File: src/rtl/dmem_arb_pkg.sv
// Shared encodings for the data-memory arbiter: FSM/owner codes and
// requester indices.
package dmem_arb_pkg;

    typedef enum logic [1:0] {
        ST_IDLE = 2'b00,
        ST_OWN0 = 2'b01,
        ST_OWN1 = 2'b10
    } arb_state_e;

    localparam logic       OWNER_P0     = 1'b0;
    localparam logic       OWNER_P1     = 1'b1;
    localparam logic [3:0] BYTE_EN_NONE = 4'b0000;

endpackage

File: src/rtl/rr_pick2.sv
// Two-way round-robin picker: chooses the next owner from the live requests,
// breaking ties against the requester that owned the memory last.
module rr_pick2
    import dmem_arb_pkg::*;
(
    input  logic       req0,
    input  logic       req1,
    input  logic       last_owner,
    output arb_state_e next_state
);

    always_comb begin
        next_state = ST_IDLE;
        if (req0 && req1) begin
            next_state = (last_owner == OWNER_P1) ? ST_OWN0 : ST_OWN1;
        end else if (req0) begin
            next_state = ST_OWN0;
        end else if (req1) begin
            next_state = ST_OWN1;
        end
    end

endmodule

File: src/rtl/dmem_arbiter.sv
// Shares a single-port data memory between the CPU (port 0) and a secondary
// master (port 1) with round-robin fairness and bounded bursts.
module dmem_arbiter
    import dmem_arb_pkg::*;
#(
    parameter int AW        = 32,
    parameter int DW        = 32,
    parameter int MAX_BURST = 4
) (
    input  logic          clk,
    input  logic          reset,
    input  logic          req0,
    input  logic [AW-1:0] addr0,
    input  logic [DW-1:0] wdata0,
    input  logic [3:0]    we0,
    output logic          gnt0,
    output logic [DW-1:0] rdata0,
    input  logic          req1,
    input  logic [AW-1:0] addr1,
    input  logic [DW-1:0] wdata1,
    input  logic [3:0]    we1,
    output logic          gnt1,
    output logic [DW-1:0] rdata1,
    output logic [AW-1:0] daddr,
    output logic [DW-1:0] dwdata,
    output logic [3:0]    dwe,
    input  logic [DW-1:0] drdata,
    output logic [1:0]    owner
);

    localparam int               CNT_W   = (MAX_BURST > 1) ? $clog2(MAX_BURST) : 1;
    localparam logic [CNT_W-1:0] CNT_MAX = CNT_W'(MAX_BURST - 1);

    arb_state_e       state_q, state_d, pick_state;
    logic [CNT_W-1:0] burst_cnt_q, burst_cnt_d;
    logic             last_owner_q, last_owner_d;
    logic             own_req, oth_req, yield;
    logic             pick_req0, pick_req1;

    rr_pick2 u_pick (
        .req0       (pick_req0),
        .req1       (pick_req1),
        .last_owner (last_owner_q),
        .next_state (pick_state)
    );

    always_comb begin
        own_req = 1'b0;
        oth_req = 1'b0;
        case (state_q)
            ST_OWN0: begin own_req = req0; oth_req = req1; end
            ST_OWN1: begin own_req = req1; oth_req = req0; end
            default: ;
        endcase

        // A yielding owner is masked out of the pick, so the picker either
        // hands off to the other port or falls back to IDLE.
        yield     = !own_req || (oth_req && (burst_cnt_q == CNT_MAX));
        pick_req0 = req0 && !((state_q == ST_OWN0) && yield);
        pick_req1 = req1 && !((state_q == ST_OWN1) && yield);

        state_d      = state_q;
        burst_cnt_d  = burst_cnt_q;
        last_owner_d = last_owner_q;
        if ((state_q == ST_IDLE) || yield) begin
            state_d = pick_state;
        end

        if (state_d != state_q) begin
            burst_cnt_d = '0;
            if (state_d == ST_OWN0) begin
                last_owner_d = OWNER_P0;
            end else if (state_d == ST_OWN1) begin
                last_owner_d = OWNER_P1;
            end
        end else if ((state_q != ST_IDLE) && (burst_cnt_q != CNT_MAX)) begin
            burst_cnt_d = burst_cnt_q + CNT_W'(1);
        end
    end

    always_ff @(posedge clk or negedge reset) begin
        if (!reset) begin
            state_q      <= ST_IDLE;
            burst_cnt_q  <= '0;
            last_owner_q <= OWNER_P1;
        end else begin
            state_q      <= state_d;
            burst_cnt_q  <= burst_cnt_d;
            last_owner_q <= last_owner_d;
        end
    end

    always_comb begin
        daddr  = '0;
        dwdata = '0;
        dwe    = BYTE_EN_NONE;
        case (state_q)
            ST_OWN0: begin
                daddr  = addr0;
                dwdata = wdata0;
                dwe    = we0 & {4{req0}};
            end
            ST_OWN1: begin
                daddr  = addr1;
                dwdata = wdata1;
                dwe    = we1 & {4{req1}};
            end
            default: ;
        endcase
    end

    assign gnt0   = (state_q == ST_OWN0);
    assign gnt1   = (state_q == ST_OWN1);
    assign owner  = state_q;
    assign rdata0 = gnt0 ? drdata : '0;
    assign rdata1 = gnt1 ? drdata : '0;

endmodule

File: config.mk
export PLATFORM = sky130hd
export DESIGN_NAME = dmem_arbiter
export DESIGN_NICKNAME = d
export VERILOG_FILES = /design/src/rtl/dmem_arb_pkg.sv /design/src/rtl/rr_pick2.sv /design/src/rtl/dmem_arbiter.sv
export SDC_FILE = /design/constraint.sdc
export NUM_CORES = 1
export LEC_CHECK = 0
export BUFFER_PORTS_ARGS = -buffer_cell sky130_fd_sc_hd__buf_2
export CORE_AREA = 2 2 121 123
export CTS_CLUSTER_DIAMETER = 60
export DETAILED_ROUTE_END_ITERATION = 8
export DIE_AREA = 0 0 123 125
export SLEW_MARGIN = 0
export SYNTH_ARGS = -nofsm -noshare
export SYNTH_HDL_FRONTEND = slang
export SYNTH_SLANG_ARGS = --single-unit
File: constraint.sdc
create_clock -name clk -period 4.6 [get_ports clk]
set_input_delay 0.23 -clock clk [delete_from_list [all_inputs] [get_ports clk]]
set_output_delay 0.23 -clock clk [all_outputs]
set_load 0.1 [all_outputs]
### After elaboration in Yosys (flattened, before gate mapping)

Cells that the tools add are included.

| storage, ports and cells | value |
|---|---|
| memories | 0 |
| bits in read-only memories | 0 |
| bits of input ports | 172 |
| latch bits | 0 |
| RAM bits | 0 |
| logic and storage cells | 46 |
| bits in registers | 5 |

| operators by class | value |
|---|---|
| reduce and logical (&&, ||, !) cells | 17 |
| $lt $le $gt $ge | 0 |
| eq/ne operators | 7 |
| div/mod/pow operators | 0 |
| multiply operators | 0 |
| shift operators | 0 |
| bitwise gates (word level) | 2 |
| add/subtract/negate cells | 1 |
| muxes and demuxes | 16 |

Operators by type and width:

| cell | number |
|---|---|
| case mux 32 bit (2 select lines) | 2 |
| 2-to-1 mux 32 bit | 2 |
| 2-to-1 mux 2 bit | 7 |
| bitwise AND 4 bit | 2 |
| case mux 4 bit (2 select lines) | 1 |
| logical AND 1 bit | 7 |
| equality test 2 bit, second input constant | 3 |
| nonzero test 2 bit | 3 |
| equality test 2 x 1 -> 1 bit, second input constant | 2 |
| case mux 1 bit (2 select lines) | 2 |
| logical NOT 1 bit | 3 |
| adder 2 x 1 -> 2 bit, second input constant | 1 |
| logical NOT 2 bit | 1 |
| logical OR 1 bit | 2 |
| 2-to-1 mux 1 bit | 2 |
| != test 2 bit | 1 |
| != test 2 bit, second input constant | 1 |
| AND reduction 2 bit | 1 |

### Depth between registers and ports, before layout

Gate-level depths: netlist of run 1.

| logic depth | value |
|---|---|
| word-level depth | 14 |
| gate-level depth with buffers | 13 |

### Modules after synthesis

From an unflattened synthesis of run 1, not the netlist that was laid out.

| unflattened totals | value |
|---|---|
| cells, all modules | 275 |
| area total of the unflattened synthesis | 1926.8 µm² |

By module, submodules not included:

| module | instances | sequential area each (µm²) | cells each | area an instance (µm²) |
|---|---|---|---|---|
| dmem_arbiter | 1 | 126.4 | 272 | 1908.1 |
| rr_pick2 | 1 | 0.0 | 3 | 18.8 |

### Worst setup path after synthesis of run 1

OpenSTA, ideal clock, no wires.

| path | value |
|---|---|
| path type | reg-to-output |
| start | register state_q[1], in the netlist owner[1] |
| end | output port daddr[0] |
| data required time | 4.370 ns |
| cell stages (with the launch flop) | 7 |
| arrival time | 4.185 ns |
| path slack | 0.185 ns |
| cell sequence | dfrtp_1 ha_1 buf_6 clkbuf_1 clkbuf_1 a22oi_1 nor2b_1 |

| between the ends | value |
|---|---|
| word-level cells in the longest chain between the ends | 2 |
| elaborated cells between the ends (all ways) | 3 |
| those cells by class | 2 x eq/ne; 1 x mux |

RTL lines:

| element | line | source |
|---|---|---|
| start, declared | dmem_arbiter.sv:34 | `arb_state_e state_q, state_d, pick_state;` |
| start signal, assigned | dmem_arbiter.sv:87 | `state_q <= state_d;` |
| equality test 2 bit | - |  |
| named net gnt1 | dmem_arbiter.sv:22 | `output logic gnt1,` |
| case mux 32 bit (2 select lines) | dmem_arbiter.sv:97 | `case (state_q)` |
| end, declared | dmem_arbiter.sv:24 | `output logic [AW-1:0] daddr,` |

The timed path passes the listed nets, and every way through them passes these cells.

### Final worst setup path of run 1

| path | value |
|---|---|
| start | register state_q[0], in the netlist owner[0] |
| end | register last_owner_q |

| between the ends | value |
|---|---|
| word-level cells in the longest chain between the ends | 14 |
| elaborated cells between the ends (all ways) | 26 |
| those cells by class | 5 x eq/ne; 7 x mux; 14 x reduce/logical |

RTL lines:

| element | line | source |
|---|---|---|
| equality test 2 bit / equality test 2 x 1 -> 1 bit (equally long branches) | dmem_arbiter.sv:50, dmem_arbiter.sv:60, dmem_arbiter.sv:59 |  |
| case mux 1 bit (2 select lines) | dmem_arbiter.sv:50 | `case (state_q)` |
| logical NOT 1 bit / logical AND 1 bit (equally long branches) | dmem_arbiter.sv:58 | `yield = !own_req \|\| (oth_req && (burst_cnt_q == CNT_MAX));` |
| logical OR 1 bit | dmem_arbiter.sv:58 |  |
| logical AND 1 bit | dmem_arbiter.sv:60 | `pick_req1 = req1 && !((state_q == ST_OWN1) && yield);` |
| logical NOT 1 bit | dmem_arbiter.sv:60 |  |
| logical AND 1 bit | dmem_arbiter.sv:60 |  |
| 2-to-1 mux 2 bit | rr_pick2.sv:18 | `end else if (req1) begin` |
| 2-to-1 mux 2 bit | rr_pick2.sv:16 | `end else if (req0) begin` |
| 2-to-1 mux 2 bit | rr_pick2.sv:14 | `if (req0 && req1) begin` |
| 2-to-1 mux 2 bit (*) | dmem_arbiter.sv:65 | `if ((state_q == ST_IDLE) \|\| yield) begin` |
| named net state_d[1] | dmem_arbiter.sv:34 |  |
| equality test 2 x 1 -> 1 bit / equality test 2 bit (equally long branches) | dmem_arbiter.sv:71, dmem_arbiter.sv:73 |  |
| nonzero test 2 bit (no line) | - |  |
| AND reduction 2 bit (no line) | - |  |
| end signal, assigned | dmem_arbiter.sv:89 | `last_owner_q <= last_owner_d;` |
| end, declared | dmem_arbiter.sv:36 | `logic last_owner_q, last_owner_d;` |

The timed path passes the listed nets; every way through them passes the cells marked *.
A chain may end at the register's enable or synchronous reset.

==> key figures, run 1 <==
STA
  • F_max: 0.321 GHz
  • Final WS setup: roughly 1500 ps
  • RSZ-0062 raised after global routing: false
  • Setup_tns: 0 ps
  • Slew Limit Fails: 0
  • Fin crit share: 0.677
  • Worst slew pin tran: 580 ps
  • Crit path time final: 3110 ps
  • Worst Clk Skew: 0.613 ps
  • Endpoints failing hold: 0
  • Slew margin rel.: 0.616
  • Final Setup Violations: 0

CTS
  • CTS buffer count: 3
  • Bufs on Longest Clock Path: 2
  • Clock transition at path regs: about 30 ps
  • CTS sink count: 5
  • H-tree levels: 1
  • CTS tree: built
  • Worst-Skew Late Latency: 220 ps
  • Root Driver: clkbuf_16
  • Cts repair resizes: 0

Floorplanning
  • Full die area: around 15000 um^2
  • Ports: 308
  • Die height: 125 um
  • # rows: 44
  • Core area: 14200 um^2
  • Die X: 123 um
  • Starting Density: 0.136

Placement
  • Post-DP HPWL: ~8600 um
  • DP Worst Slack: approximately 1500 ps
  • Placed cell count: approximately 750
  • Port Buffer Count: 307
  • GPL Wtd Cong: approximately 0.8

Global route
  • Met1 GRT Util: 0.152
  • Global Route Usage Sum: 0.121
  • Global route overflow: 0
  • Grt met2 use: 0.214
  • Vias in the first global route: 2860
  • Pin count of the biggest net entering global routing: 55
  • Gr busiest metal: met2
  • Antenna violations before repair: 0
  • First-pass GRT wire length: 15000 um
  • Met3 GRT Util: 0.0374

Cells and area
  • Final core utilization: 0.260
  • Share of post-route cells with drive strength above 1: 0.564
  • NumNets Final: about 750
  • Final non-filler cell total: 751
  • P&R area growth vs syn: 91.4%
  • Inserted Diodes: 0
  • Commonest non-fill, non-tap cell in the layout: buf_2
  • Commonest cells after routing, fill and taps aside: buf_2 (307), nor2b_1 (69), a22oi_1 (64), and2_1 (64), nand2_1 (5)

Worst setup path
  • Type of destination of the critical path: flip-flop
  • Startpoint Class: flip-flop
  • Cells on worst reg2reg path: 10
  • Critical R2R Launch: owner[0]$_DFF_PN0_
  • Reg-to-Reg End: last_owner_q$_DFFE_PN1P_
  • Worst-path maximum fanout: 29
  • FF-to-FF setup slack: around 1500 ps
  • CP Data Required Time: ~4800 ps
  • Critical path arrival: 3260 ps
  • Critical path class: reg2reg

Synth
  • Syn avg cell area: 6.82 um^2
  • Syn nets: 460
  • Synthesized area: between 1500 and 2000 um^2
  • Synthesized instance count: 283
  • Register area share after synthesis: 0.0655
  • Yosys Warn Count: 0
  • Post-synth EDFFs: 0
  • Post-synthesis async set-or-reset flop share: 1.00
  • Yosys cell types: 34
  • Most common flop cell mapped by yosys: dfrtp_1
  • Synth Register Bits: 5

Flow run
  • Max cap viols: 0

Route
  • Starting DRC count in detailed routing: 190
  • 1st-pass router iterations: 6
  • Final ANT Viol Nets: 0
  • Vias: 3201
  • WL per Instance: 13.9 um
  • WL final: 10400 um
  • Drt drc: 0
  • Via/cell ratio: 4.26

Outcome
  • Status: finished clean

Hold path
  • Min-Delay Path Class: in2async
[per-layer routing]
metal  share of wire  up-vias
met5               0        -
met4               0        0
met3            0.12        0
met2            0.48      185
met1            0.40     1445
li1                -     1571
[flip-flops by register name, indices dropped and copies added (netlist names)]
| register | cells |
|---|---|
| last_owner_q | 1 |
| burst_cnt_q | 2 |
| owner | 2 |
[how the worst max path moves through the flow]
stage,start,endpoint,slack (ps),cells past startpoint
2_1_floorplan,owner[1]$_DFF_PN0_,daddr[0],180,6
3_3_place_gp,owner[0]$_DFF_PN0_,last_owner_q$_DFFE_PN1P_,1550,10
3_5_place_dp,owner[0]$_DFF_PN0_,last_owner_q$_DFFE_PN1P_,1500,10
4_1_cts,owner[0]$_DFF_PN0_,last_owner_q$_DFFE_PN1P_,1470,10
5_1_grt,owner[0]$_DFF_PN0_,last_owner_q$_DFFE_PN1P_,1240,10
6_report,owner[0]$_DFF_PN0_,last_owner_q$_DFFE_PN1P_,1490,10
[layout make-up]
type                    instances  area [um^2]
fillers                      1575        10500
repair buffers                311         1570
inverters                       3         11.3
flip-flops and latches          5          126
well taps                     184          230
multi-input cells             244         1680
clock buffers                   4         78.8
[cell usage after synthesis (2+ instances only)]
master     n  area, um^2
a21oi_1    4        20.0
a22oi_1   64         480
a32oi_1    4        35.0
and2_1    64         400
buf_2      3        15.0
buf_6      3        33.8
clkbuf_1  25        93.8
dfrtp_1    4         100
ha_1       5        62.6
inv_1      3        11.3
nand2_1    5        18.8
nand3_1    2        10.0
nand4_1    2        12.5
nor2_1     4        15.0
nor2b_1   69         432
o21ai_0    3        15.0
o21ai_1    2        10.0
[cells by family (layout without fill, tap and decap cells)]
group | count (synthesis) | count (layout) | synth area share
xor+xnor | 1 | 1 | 0.00454
buf+inv | 34 | 318 | 0.0798
flops | 5 | 5 | 0.0655
simple gates | 153 | 153 | 0.487
fa+ha+maj | 5 | 5 | 0.0324
compound gates | 85 | 85 | 0.331
[worst max-delay path, stage by stage (launching register included)]
cell and delay (ps):
dfrtp_1 510, inv_1 150, ha_2 650, nand4_1 190, a21oi_1 410, a21oi_1 130
a21oi_1 160, inv_1 70, ha_1 280, a311o_1 270, a22o_1 220
[what timing repair did]
action / in CTS / in global routing
hold buffers: 1 / 0
setup endpoints to repair: 0 / 0
hold endpoints to repair: 4 / 0
setup buffers: 0 / 0
[per-stage QoR]
stage          area [um^2]  hold slack (ps)
6_report              3690              351
3_5_place_dp          3600             52.2
5_1_grt               3690              371
3_3_place_gp          3600             51.5
4_1_cts               3690              350
2_1_floorplan         1930            -65.6
Power of run 1 is not shown: default switching activity piles up to over one toggle a cycle in this logic, so the estimate is an artifact.
==> run 2, diff against run 1 <==
--- a/config.mk
+++ b/config.mk
@@ -6,10 +6,10 @@
 export NUM_CORES = 1
 export LEC_CHECK = 0
 export BUFFER_PORTS_ARGS = -buffer_cell sky130_fd_sc_hd__buf_2
-export CORE_AREA = 2 2 121 123
+export CORE_AREA = 2 2 120 122
 export CTS_CLUSTER_DIAMETER = 60
 export DETAILED_ROUTE_END_ITERATION = 8
-export DIE_AREA = 0 0 123 125
+export DIE_AREA = 0 0 122 124
 export SLEW_MARGIN = 0
 export SYNTH_ARGS = -nofsm -noshare
 export SYNTH_HDL_FRONTEND = slang
==> constraint.sdc (replaced) <==
create_clock -name clk -period 3 [get_ports clk]
set_input_delay 0.15 -clock clk [delete_from_list [all_inputs] [get_ports clk]]
set_output_delay 0.15 -clock clk [all_outputs]
set_load 0.1 [all_outputs]
==> run 2 against run 1 <==
  * Routed wire length is 3.7% higher
  * Worst setup slack worse by 1200 ps
  * Final cell count grew 0.27%
  * Hold slack worse by 81 ps
  * Global-route usage grew 0.20 points
  * Design area grew 15%
  * Fmax increased by 13%
  * Utilization increased by 4.9 points
  * Die area shrank 1.6%
  * Clock skew rose by 1.3 ps
  * Largest cell class unchanged
==> key figures, run 2 (same netlist as run 1, synthesis figures left out) <==
CTS
  • H-tree levels: 1 (unchanged)
  • Clock transition at path regs: 30 ps (about the same)
  • Root Driver: clkbuf_16
  • Post-CTS Hold Buffers: 1 (unchanged)
  • Post-CTS setup buffer count: 0 (unchanged)
  • CTS tree: built
  • Cts repair resizes: 0 (unchanged)
  • Worst-Skew Late Latency: 230 ps (about the same)
  • CTS sink count: 5 (unchanged)
  • CTS buffer count: 3 (unchanged)
  • Bufs on Longest Clock Path: 2 (unchanged)

Floorplanning
  • # rows: 43 (-2.3%)
  • Full die area: 15100 um^2 (-1.6%)
  • Die height: 124 um (-0.80%)
  • Ports: 308 (unchanged)
  • Core area: 13700 um^2 (-3.4%)
  • Die X: 122 um (-0.81%)
  • Starting Density: 0.141 (+0.00479)

STA
  • Final Setup Violations: 0 (unchanged)
  • F_max: 0.364 GHz (+13%)
  • Crit path time final: 2750 ps (-366 ps)
  • RSZ-0062 raised after global routing: false
  • Slew Limit Fails: 0 (unchanged)
  • Slew margin rel.: 0.638 (+0.0220)
  • Setup_tns: 0 ps (unchanged)
  • Endpoints failing hold: 0 (unchanged)
  • Fin crit share: 0.916 (+0.239)
  • Worst Clk Skew: 1.90 ps (+1.29 ps)
  • Final WS setup: 252 ps (-1230 ps)
  • Worst slew pin tran: 546 ps (-33.3 ps)

Placement
  • Post-DP HPWL: 9170 um (+6.8%)
  • Port Buffer Count: 307 (unchanged)
  • Area after DPL: 4140 um^2 (+15%)
  • GPL Wtd Cong: 0.841 (+5.5%)
  • Placed cell count: 746 (unchanged)
  • DP Worst Slack: 278 ps (-1220 ps)

Worst setup path
  • Critical path class: reg2reg
  • FF-to-FF setup slack: 250 ps (-1230 ps)
  • Critical R2R Launch: owner[0]$_DFF_PN0_
  • Worst-path maximum fanout: 11 (-62%)
  • Type of destination of the critical path: flip-flop
  • Cells on worst reg2reg path: 11 (+1)
  • Reg-to-Reg End: last_owner_q$_DFFE_PN1P_
  • CP Data Required Time: 3160 ps (-1590 ps)
  • Critical path arrival: 2900 ps (-360 ps)
  • Startpoint Class: flip-flop

Route
  • Final ANT Viol Nets: 0 (unchanged)
  • Met3 wire length: 933 um (-26%)
  • 1st-pass router iterations: 5 (-1)
  • WL met1: 4160 um (-0.57%)
  • Met2 WL: 5550 um (+12%)
  • Drt drc: 0 (unchanged)
  • Starting DRC count in detailed routing: 121 (-36%)
  • Vias: 3228 (+0.84%)
  • WL final: 10800 um (+3.7%)
  • WL per Instance: 14.3 um (+3.4%)
  • Max layer used: met4
  • Via/cell ratio: 4.29 (+0.58%)

Global route
  • Pin count of the biggest net entering global routing: 55 (unchanged)
  • Antenna violations before repair: 3 (+3)
  • First-pass GRT wire length: 15000 um (-0.32%)
  • Global Route Usage Sum: 0.123 (+0.00195)
  • Vias in the first global route: 2975 (+4.0%)
  • Global route overflow: 0 (unchanged)

Cells and area
  • Final non-filler cell total: 753 (+0.27%)
  • Final instance area: 4240 um^2 (+15%)
  • Commonest non-fill, non-tap cell in the layout: buf_2
  • Commonest cells after routing, fill and taps aside: buf_2 (307), nor2b_4 (67), a22oi_1 (64), and2_1 (64), buf_4 (7)
  • NumNets Final: 749 (+0.54%)
  • Share of post-route cells with drive strength above 1: 0.690 (+0.126)
  • P&R area growth vs syn: 120%

Flow run
  • Max cap viols: 0 (unchanged)

Hold path
  • Min-Delay Path Class: in2async

Outcome
  • Status: finished clean
run 2: layer usage:
metal  GRT usage  vias to the layer above
met3      0.0192                        9
met1       0.140                     1459
met2       0.238                      181
met4      0.0302                        0
li1            -                     1579
met5           0                        -
run 2: area by class of cell:
| cell class | count | area, um^2 |
|---|---|---|
| clock buffers | 4 | 78.8 |
| fillers | 1537 | 9480 |
| well taps | 180 | 225 |
| inverters | 3 | 11.3 |
| diodes | 2 | 5.00 |
| repair buffers | 315 | 1600 |
| flip-flops and latches | 5 | 134 |
| multi-input cells | 244 | 2180 |
run 2: worst max path at each step:
stage | depth (start not counted) | from | endpoint | slack [ps]
final | 11 | owner[0]$_DFF_PN0_ | last_owner_q$_DFFE_PN1P_ | 250
after CTS | 11 | owner[0]$_DFF_PN0_ | last_owner_q$_DFFE_PN1P_ | 270
after global placement | 11 | owner[0]$_DFF_PN0_ | last_owner_q$_DFFE_PN1P_ | 320
after floorplan | 6 | owner[1]$_DFF_PN0_ | daddr[0] | -50
after detailed placement | 11 | owner[0]$_DFF_PN0_ | last_owner_q$_DFFE_PN1P_ | 280
after global routing | 11 | owner[0]$_DFF_PN0_ | last_owner_q$_DFFE_PN1P_ | 90
run 2: worst max-delay path: stages (launching register included):
cell and delay, ps:
dfrtp_4 510, inv_1 140, ha_4 220, and2_4 190, nand3_1 90, a21oi_1 350, a21oi_1 130, a21oi_1 190
inv_1 70, ha_1 290, a311o_1 270, a22o_1 230
run 2: metrics by stage:
step,hold slack (ps),utilization
after floorplan,-146,-
after global routing,304,0.309
after global placement,-29.9,0.302
after CTS,270,0.308
after detailed placement,-29.5,0.302
final,270,0.309
Power of run 2 is left out for the same reason.
